--- config.mk ---
export PLATFORM = sky130hd
export DESIGN_NAME = gba_eeprom_bridge
export DESIGN_NICKNAME = d
export VERILOG_FILES = /design/src/rtl/gba_eeprom_bridge.sv
export SDC_FILE = /design/constraint.sdc
export NUM_CORES = 1
export LEC_CHECK = 0
export ABC_AREA = 1
export CAP_MARGIN = 30
export CORE_UTILIZATION = 23
export DETAILED_ROUTE_END_ITERATION = 10
export PLACE_DENSITY = 0.78
export SETUP_SLACK_MARGIN = 0.15
export SYNTH_ARGS = -nofsm -noshare
export SYNTH_HDL_FRONTEND = slang
export SYNTH_SLANG_ARGS = --single-unit
export TNS_END_PERCENT = 5
--- constraint.sdc ---
create_clock -name clk -period 1.6 [get_ports clk]
set_input_delay 0.16 -clock clk [delete_from_list [all_inputs] [get_ports clk]]
set_output_delay 0.16 -clock clk [all_outputs]
set_load 0.01 [all_outputs]
--- src/rtl/gba_eeprom_bridge.sv ---
// -----------------------------------------------------------------------------
// gba_eeprom_bridge
//
// Purpose:
//   Bridges cartridge-space halfword accesses (DMA3 traffic) to a 1-bit serial
//   EEPROM port. Each halfword access inside the EEPROM window becomes exactly
//   one serial bit transaction. Reads return the EEPROM bit in bus_rdata[0].
//   The bridge also selects the EEPROM size (6-bit or 14-bit addressing) and
//   drives it on `model`.
//
// Optional feature macro: GBA_EEPROM_AUTOSIZE_EN
//   Defined   : the size is learned from the first DMA3 transfer into the
//               EEPROM whose length is 9/73 (512B) or 17/81 (8KB). It is then
//               locked until reset. model_cfg only applies before the lock.
//   Undefined : no detection logic; model follows model_cfg combinationally.
//
// Ports:
//   clk, rst_n            clock, asynchronous active-low reset
//   rom_32m               32MB ROM: EEPROM window shrinks to >= WIN_LO_32M
//   model_cfg             fallback / forced size (0 = 512B, 1 = 8KB)
//   dma3_start/len/dst_ee DMA3 start pulse, word count, destination is EEPROM
//   bus_valid/write/addr/wdata   access request (held until bus_ready)
//   bus_ready/rdata       one-cycle completion pulse, read data {15'b0, bit}
//   ee_hit                combinational window decode of bus_addr
//   ee_cs/valid/write/din serial EEPROM request
//   ee_ready/dout         serial EEPROM response (dout registered by EEPROM)
//   model                 EEPROM size currently applied
// -----------------------------------------------------------------------------
module gba_eeprom_bridge #(
    parameter int unsigned         ADDR_W     = 28,
    parameter logic [ADDR_W-1:0]   WIN_LO_32M = 28'hDFFFF00
) (
    input  logic              clk,
    input  logic              rst_n,
    input  logic              rom_32m,
    input  logic              model_cfg,
    input  logic              dma3_start,
    input  logic [13:0]       dma3_len,
    input  logic              dma3_dst_ee,
    input  logic              bus_valid,
    input  logic              bus_write,
    input  logic [ADDR_W-1:0] bus_addr,
    input  logic [15:0]       bus_wdata,
    output logic              bus_ready,
    output logic [15:0]       bus_rdata,
    output logic              ee_hit,
    output logic              ee_cs,
    output logic              ee_valid,
    output logic              ee_write,
    output logic              ee_din,
    input  logic              ee_ready,
    input  logic              ee_dout,
    output logic              model
);

    // Top nibble of the byte address that selects the EEPROM region.
    localparam logic [3:0] EE_REGION = 4'hD;

    typedef enum logic [2:0] {
        ST_IDLE  = 3'd0,
        ST_ISSUE = 3'd1,
        ST_WAIT  = 3'd2,
        ST_CAPT  = 3'd3,
        ST_RESP  = 3'd4
    } state_t;

    // -------------------------------------------------------------------------
    // Helper functions
    // -------------------------------------------------------------------------

    // Window decode: region 0xD, and on 32MB carts only the top 256 bytes.
    function automatic logic win_decode(input logic [ADDR_W-1:0] addr,
                                        input logic              r32);
        logic in_region;
        logic above_lo;
        in_region  = (addr[ADDR_W-1 -: 4] == EE_REGION);
        above_lo   = (addr >= WIN_LO_32M);
        win_decode = in_region & (~r32 | above_lo);
    endfunction

    // -------------------------------------------------------------------------
    // Declarations
    // -------------------------------------------------------------------------
    state_t      state_q, state_d;

    // Access latched in IDLE; later bus changes are deliberately ignored.
    logic        wr_q, wr_d;
    logic        bit_q, bit_d;

    logic        bus_ready_q, bus_ready_d;
    logic [15:0] bus_rdata_q, bus_rdata_d;
    logic        ee_cs_q, ee_cs_d;
    logic        ee_valid_q, ee_valid_d;
    logic        ee_write_q, ee_write_d;
    logic        ee_din_q, ee_din_d;

    logic        accept_s;

    // Only bit0 of the write data is meaningful to a serial EEPROM.
    logic        unused_ok_s;

    // -------------------------------------------------------------------------
    // Window decode
    // -------------------------------------------------------------------------
    assign ee_hit   = win_decode(bus_addr, rom_32m);
    assign accept_s = (state_q == ST_IDLE) & bus_valid & ee_hit;

    // -------------------------------------------------------------------------
    // FSM
    // -------------------------------------------------------------------------

    // State register.
    always_ff @(posedge clk or negedge rst_n) begin
        if (!rst_n) begin
            state_q <= ST_IDLE;
        end else begin
            state_q <= state_d;
        end
    end

    // Next-state logic. Writes skip CAPT because there is no bit to return.
    always_comb begin
        state_d = state_q;
        case (state_q)
            ST_IDLE: begin
                if (bus_valid && ee_hit) begin
                    state_d = ST_ISSUE;
                end else begin
                    state_d = ST_IDLE;
                end
            end
            ST_ISSUE, ST_WAIT: begin
                if (ee_ready) begin
                    if (wr_q) begin
                        state_d = ST_RESP;
                    end else begin
                        state_d = ST_CAPT;
                    end
                end else begin
                    state_d = ST_WAIT;
                end
            end
            ST_CAPT: begin
                state_d = ST_RESP;
            end
            ST_RESP: begin
                state_d = ST_IDLE;
            end
            default: begin
                state_d = ST_IDLE;
            end
        endcase
    end

    // Access latch: capture direction and data bit when the access is accepted.
    always_comb begin
        wr_d  = wr_q;
        bit_d = bit_q;
        if (accept_s) begin
            wr_d  = bus_write;
            bit_d = bus_wdata[0];
        end else begin
            wr_d  = wr_q;
            bit_d = bit_q;
        end
    end

    // Output decode from the next state so the registered outputs line up
    // with the state they belong to. ee_valid is only set for ISSUE/WAIT,
    // which guarantees the EEPROM sees each bit once.
    always_comb begin
        ee_cs_d     = 1'b0;
        ee_valid_d  = 1'b0;
        ee_write_d  = 1'b0;
        ee_din_d    = 1'b0;
        bus_ready_d = 1'b0;
        bus_rdata_d = bus_rdata_q;
        case (state_d)
            ST_ISSUE, ST_WAIT: begin
                ee_cs_d    = 1'b1;
                ee_valid_d = 1'b1;
                ee_write_d = wr_d;
                ee_din_d   = bit_d;
            end
            ST_RESP: begin
                bus_ready_d = 1'b1;
                // ee_dout is valid during CAPT (EEPROM registers it one cycle
                // after the handshake); a write arrives here from ISSUE/WAIT.
                if (state_q == ST_CAPT) begin
                    bus_rdata_d = {15'd0, ee_dout};
                end else begin
                    bus_rdata_d = 16'd0;
                end
            end
            default: begin
                bus_ready_d = 1'b0;
            end
        endcase
    end

    // Registered outputs and access latch.
    always_ff @(posedge clk or negedge rst_n) begin
        if (!rst_n) begin
            wr_q        <= 1'b0;
            bit_q       <= 1'b0;
            bus_ready_q <= 1'b0;
            bus_rdata_q <= 16'd0;
            ee_cs_q     <= 1'b0;
            ee_valid_q  <= 1'b0;
            ee_write_q  <= 1'b0;
            ee_din_q    <= 1'b0;
        end else begin
            wr_q        <= wr_d;
            bit_q       <= bit_d;
            bus_ready_q <= bus_ready_d;
            bus_rdata_q <= bus_rdata_d;
            ee_cs_q     <= ee_cs_d;
            ee_valid_q  <= ee_valid_d;
            ee_write_q  <= ee_write_d;
            ee_din_q    <= ee_din_d;
        end
    end

    assign bus_ready = bus_ready_q;
    assign bus_rdata = bus_rdata_q;
    assign ee_cs     = ee_cs_q;
    assign ee_valid  = ee_valid_q;
    assign ee_write  = ee_write_q;
    assign ee_din    = ee_din_q;

    // -------------------------------------------------------------------------
    // EEPROM size selection
    // -------------------------------------------------------------------------
`ifdef GBA_EEPROM_AUTOSIZE_EN

    // Length decode: {recognised, size}. 9/73 words address a 512B part
    // (6-bit address read/write), 17/81 words an 8KB part (14-bit address).
    function automatic logic [1:0] size_decode(input logic [13:0] len);
        logic [1:0] r;
        case (len)
            14'd9, 14'd73:  r = 2'b10;
            14'd17, 14'd81: r = 2'b11;
            default:        r = 2'b00;
        endcase
        size_decode = r;
    endfunction

    logic       lock_q, lock_d;
    logic       size_q, size_d;
    logic [1:0] dec_s;

    assign dec_s = size_decode(dma3_len);

    // Size detection: first recognised DMA3 length into the EEPROM locks the
    // size. Independent of the access FSM, so an in-flight bit is unaffected.
    always_comb begin
        lock_d = lock_q;
        size_d = size_q;
        if (dma3_start && dma3_dst_ee && !lock_q && dec_s[1]) begin
            lock_d = 1'b1;
            size_d = dec_s[0];
        end else begin
            lock_d = lock_q;
            size_d = size_q;
        end
    end

    // Size lock register.
    always_ff @(posedge clk or negedge rst_n) begin
        if (!rst_n) begin
            lock_q <= 1'b0;
            size_q <= 1'b0;
        end else begin
            lock_q <= lock_d;
            size_q <= size_d;
        end
    end

    // Before the lock the configured fallback size is applied.
    assign model       = lock_q ? size_q : model_cfg;
    assign unused_ok_s = ^bus_wdata[15:1];

`else

    assign model       = model_cfg;
    assign unused_ok_s = ^{bus_wdata[15:1], dma3_start, dma3_len, dma3_dst_ee};

`endif

endmodule

# --- Word-level counts from Yosys, hierarchy flattened ---
# Index checks and enable logic that the tools add are counted.
op_classes:
  add_sub_neg: 0
  mul: 0
  div_mod_pow: 0
  magnitude_cmp: 1
  eq_ne: 7
  shift: 0
  mux: 11
  bitwise: 5
  reduce_logical: 4
ops:
  columns: ["op", "n"]
  rows:
  - ["28-bit greater-or-equal comparator, second input constant", 1]
  - ["3-bit by 2-bit equality test with 1-bit output, second input constant", 3]
  - ["3-bit case mux with 3 select lines", 1]
  - ["1-bit 2-to-1 mux", 8]
  - ["3-bit by 1-bit equality test with 1-bit output, second input constant", 2]
  - ["3-bit 2-to-1 mux", 2]
  - ["4-bit equality test, second input constant", 1]
  - ["2-bit OR reduction", 2]
  - ["1-bit AND", 3]
  - ["3-bit equality test, second input constant", 1]
  - ["3-bit zero test", 1]
  - ["1-bit logical AND", 1]
  - ["1-bit inverter", 1]
  - ["1-bit OR", 1]
totals:
  ff_bits: 25
  latch_bits: 0
  ram_bits: 0
  rom_bits: 0
  output_inout_bits: 23
  word_cells: 36
  memories: 0

# --- Logic depth before layout (Yosys ltp) ---
depth:
  depth_word: 9
  ltp_mapped: 8
  mapped_depth_nobuf: 8

# --- Least setup slack after synthesis ---
# Ideal clock, no wire load.
synth_timing:
  kind: "register to register"
  from: "register state_q[1]"
  to: "register ee_din_q, in the netlist ee_din"
  setup_time_ns: 0.071
  arrival_ns: 1.041
  required_ns: 1.529
  path_slack_ns: 0.488
  stages_incl_launch_ff: 7
  path_buffers: 0
  path_cell_list: "dfrtp_1 or2_1 nor2_2 nand3_2 nand3_1 nand2_2 nor2_1"
synth_between:
  elab_chain_len: 6
  word_cells_on_any_way: 13
  classes_between: "eq/ne: 5; mux: 3; bitwise: 2; reduce/logical: 3"
synth_lines:
  columns: ["item", "line", "rtl"]
  rows:
  - ["start, declared", "84", "state_t state_q, state_d;"]
  - ["start signal, assigned", "117", "state_q <= state_d;"]
  - ["3-bit by 1-bit equality test with 1-bit output / 3-bit by 2-bit equality test with 1-bit output (equally long branches)", "124", "case (state_q)"]
  - ["2-bit OR reduction", "124", null]
  - ["3-bit case mux with 3 select lines", "124", null]
  - ["3-bit by 1-bit equality test with 1-bit output / 3-bit by 2-bit equality test with 1-bit output (equally long branches)", "178", "case (state_d)"]
  - ["2-bit OR reduction", "178", null]
  - ["1-bit 2-to-1 mux *", "178", null]
  - ["named net ee_din_d", "95", "logic ee_din_q, ee_din_d;"]
  - ["end signal, assigned", "220", "ee_din_q <= ee_din_d;"]
  - ["end, declared", "95", null]
# Mark *: on every way through the listed nets, which the timed path passes. The rest lies on a longest branch.
# A chain may end at the register's enable or synchronous reset.

# --- Final worst setup path ---
layout_timing:
  from: "input bus_addr[23]"
  to: "output ee_hit"
layout_between:
  elab_chain_len: 3
layout_lines:
  columns: ["item", "line", "rtl"]
  rows:
  - ["start, declared", "42", "input logic [ADDR_W-1:0] bus_addr,"]
  - ["28-bit greater-or-equal comparator", "77", "above_lo = (addr >= WIN_LO_32M);"]
  - ["1-bit OR", "78", "win_decode = in_region & (~r32 | above_lo);"]
  - ["1-bit AND", "78", null]
  - ["end, declared", "46", "output logic ee_hit,"]
# Every way passes these cells.

==> reports/metrics.yaml <==
detailed_routing:
  wl_mm: 1.30
  drc: 0
  final_antenna_net_count: 0
  drtPass1Iterations: 4
  routedWlPerCell_um: 8.67
  vias: 570
  first_iter_violations: 5
  vias_per_cell: 3.80
timing:
  fin_crit_ns: 1.37
  holdWs_ns: 0.205
  fmax_mhz: 731
  finalCritPeriodShare_pct: 85.5
  finalSetupViolations: 0
  rsz0062_at_grt: "no"
  maxSlewViolCount: 0
  report.final.hold_viol_count: 0
  fin_skew_ns: 0.00175
place:
  routabilityCongestion: 0.766
  post_dp_cell_area_um2: 953
  dp_hpwl_mm: 1.08
  dpl.cell_count: 146
  port_buffers: 34
cts:
  cts_buffers: 3
  clk_pin_slew_worst_paths_ns: 0.07
  cts_tree: "built"
  clockRootBuffer: "clkbuf_4"
  htree_levels: 1
  clock_latency_ns: 0.26
  clock_path_buffers: 2
  holdBufCountCts: 0
  cts.sinks: 10
critical_path:
  cpPeakStageDelay_ns: 0.45
  crit_chain: "clkdlybuf4s50_1 > nand2_1 > nor2_1 > nand2_1 > o21ai_2 > and2_4 > buf_6"
  cp_slowest_cell: "clkdlybuf4s50_1"
  cp_max_fo: 2
  cpMostUsedCell: "nand2_1"
  crit_path_start_kind: "input port"
  worstPathRequired_ns: 1.44
  crit_start: "bus_addr[23]"
  cp.arrival_ns: 1.21
  r2r-start: "state_q[1]$_DFF_PN0_"
  cp-end-kind: "output pin"
  cp.buffers_inverters: 2
  setup.worst_path.class: "input port to output pin"
  cp_top_family: "buffers and inverters"
logic_synthesis:
  post-synth-top-count-cell: "nand2_1"
  ys_seq_area_share_pct: 39.4
  synth.top_cell.area_share_pct: 39.4
  synthArstFlopShare_pct: 100
  yosys.area.top_type: "dfrtp_1"
  ys.flop_type: "dfrtp_1"
  synth_common_cells: "nand2_1, buf_4, inv_1, dfrtp_1, nor2_1"
  synth_seq_cells: 10
  yosys-top-cells-area: "dfrtp_1, buf_4, nand2_1"
  ys_types: 16
  syn_inst: 83
  synth-edff-count: 0
  netlist_area_um2: 636
  ys.warnings.count: 0
  syn_avg_cell_area_um2: 7.66
finish:
  n_fill_cell: 281
  drive_above_1_share_pct: 12.5
  nets: 189
  fin_util_pct: 39.7
  final_area_um2: 1010
  syn2layout_area_growth_pct: 58.9
  final_cell_count_no_fill: 150
  diodes: 0
power:
  leakage_uw: 0.000570
  p_int_uw: 495
  p_switching_uw: 165
  switching_share_pct: 25.0
  ir_worst_vdd_mv: 0.421
  p_comb_share_pct: 23.8
  powerDensity_nw_per_um2: 654
  p_clk_share_pct: 34.3
  power_frac_seq_pct: 42.0
global_routing:
  grt_start_max_net_pins: 11
  grt_use_total_pct: 9.95
  grt_overflow: 0
  grt_pass1_vias: 553
  antenna_found_initial: 0
  grt_pass1_wl_mm: 2.05
floorplanning:
  num_rows: 18
  die-area_um2: 2980
  die_y_um: 54.6
  ioPinCount: 91
  die_w_um: 54.6
  initial_utilization_pct: 25.0
  coreArea_um2: 2540
run:
  max_cap_violations: 0
worst_hold_path:
  hold_class: "input port to asynchronous set/reset pin"
outcome:
  status: "complete, no violations"
-- power groups by stage --
| stage | clock network [uW] | registers, uW | logic (uW) |
|---|---|---|---|
| 5_1_grt | 253 | 280 | 176 |
| 2_1_floorplan | 0 | 284 | 92.1 |
| 3_3_place_gp | 0 | 282 | 157 |
| 3_5_place_dp | 0 | 282 | 160 |
| 4_1_cts | 235 | 277 | 161 |
| 6_report | 226 | 277 | 157 |
-- kinds of logic after synthesis --
logic type	count (synthesis)	share of synthesized area, %
and+or+nand+nor	40	29.7
AOI/OAI and AO/OA	4	3.74
DFF	10	39.4
buffers and inverters	28	26.6
other	1	0.590
-- per-stage QoR --
step                worst slack (ns)  total power (uW)  TNS [ns]
global route                   0.151               709         0
global placement              -0.196               439    -0.196
floorplan                      0.488               376         0
finish                         0.232               661         0
detailed placement            -0.217               442    -0.217
CTS                            0.184               673         0
-- layout by cell type, fill, tap and decap left out, types with 3 or more instances in the layout --
cell type        Yosys  routed
conb_1               1      15
clkbuf_4             0       3
clkdlybuf4s50_1      0      26
nand3_1              4       4
dlymetal6s2s_1       0       7
nor2_1               6       6
nor2_2               3       3
dfrtp_1             10      10
nand2_1             20      20
inv_1               11      11
-- final timing paths --
check,end,slack [ns],depth (start not counted)
min in group clk,model,0.32,0
worst max register to register,ee_din$_DFF_PN0_,0.39,6
max in group asynchronous,bus_ready$_DFF_PN0_,1.09,1
worst max-delay path,ee_hit,0.23,7
worst min-delay path,state_q[0]$_DFF_PN0_,0.21,1
worst min register to register,state_q[2]$_DFF_PN0_,0.50,1
-- registers in the layout, indices dropped and copies added (netlist names) --
signal / cells
bus_rdata: 1
ee_valid: 1
bit_q: 1
ee_din: 1
state_q: 3
wr_q: 1
ee_write: 1
bus_ready: 1
-- final cells by class --
class | instances | area (um2) | area share (%)
multi-input combinational | 59 | 270 | 26.8
timing repair buffer | 36 | 374 | 37.1
tap | 30 | 37.5 | 3.72
sequential | 10 | 250 | 24.8
inverter | 11 | 41.3 | 4.09
clock buffer | 4 | 36.3 | 3.59
-- timing repair --
item                                    4_1_cts  5_1_grt
endpoints found under the setup margin        1        1
pin swaps                                     0       10
setup buffers                                 0        0
resized for setup                             4        9
-- metal layers --
layer | global-route usage [%] | share of wire, % | vias up
li1 | - | - | 293
met1 | 10.4 | 40 | 251
met5 | 0 | 0 | -
met2 | 18.1 | 51 | 26
met3 | 5.00 | 8.8 | 0
met4 | 1.28 | 0 | 0
Note: power is estimated with default switching activity, not from simulation.
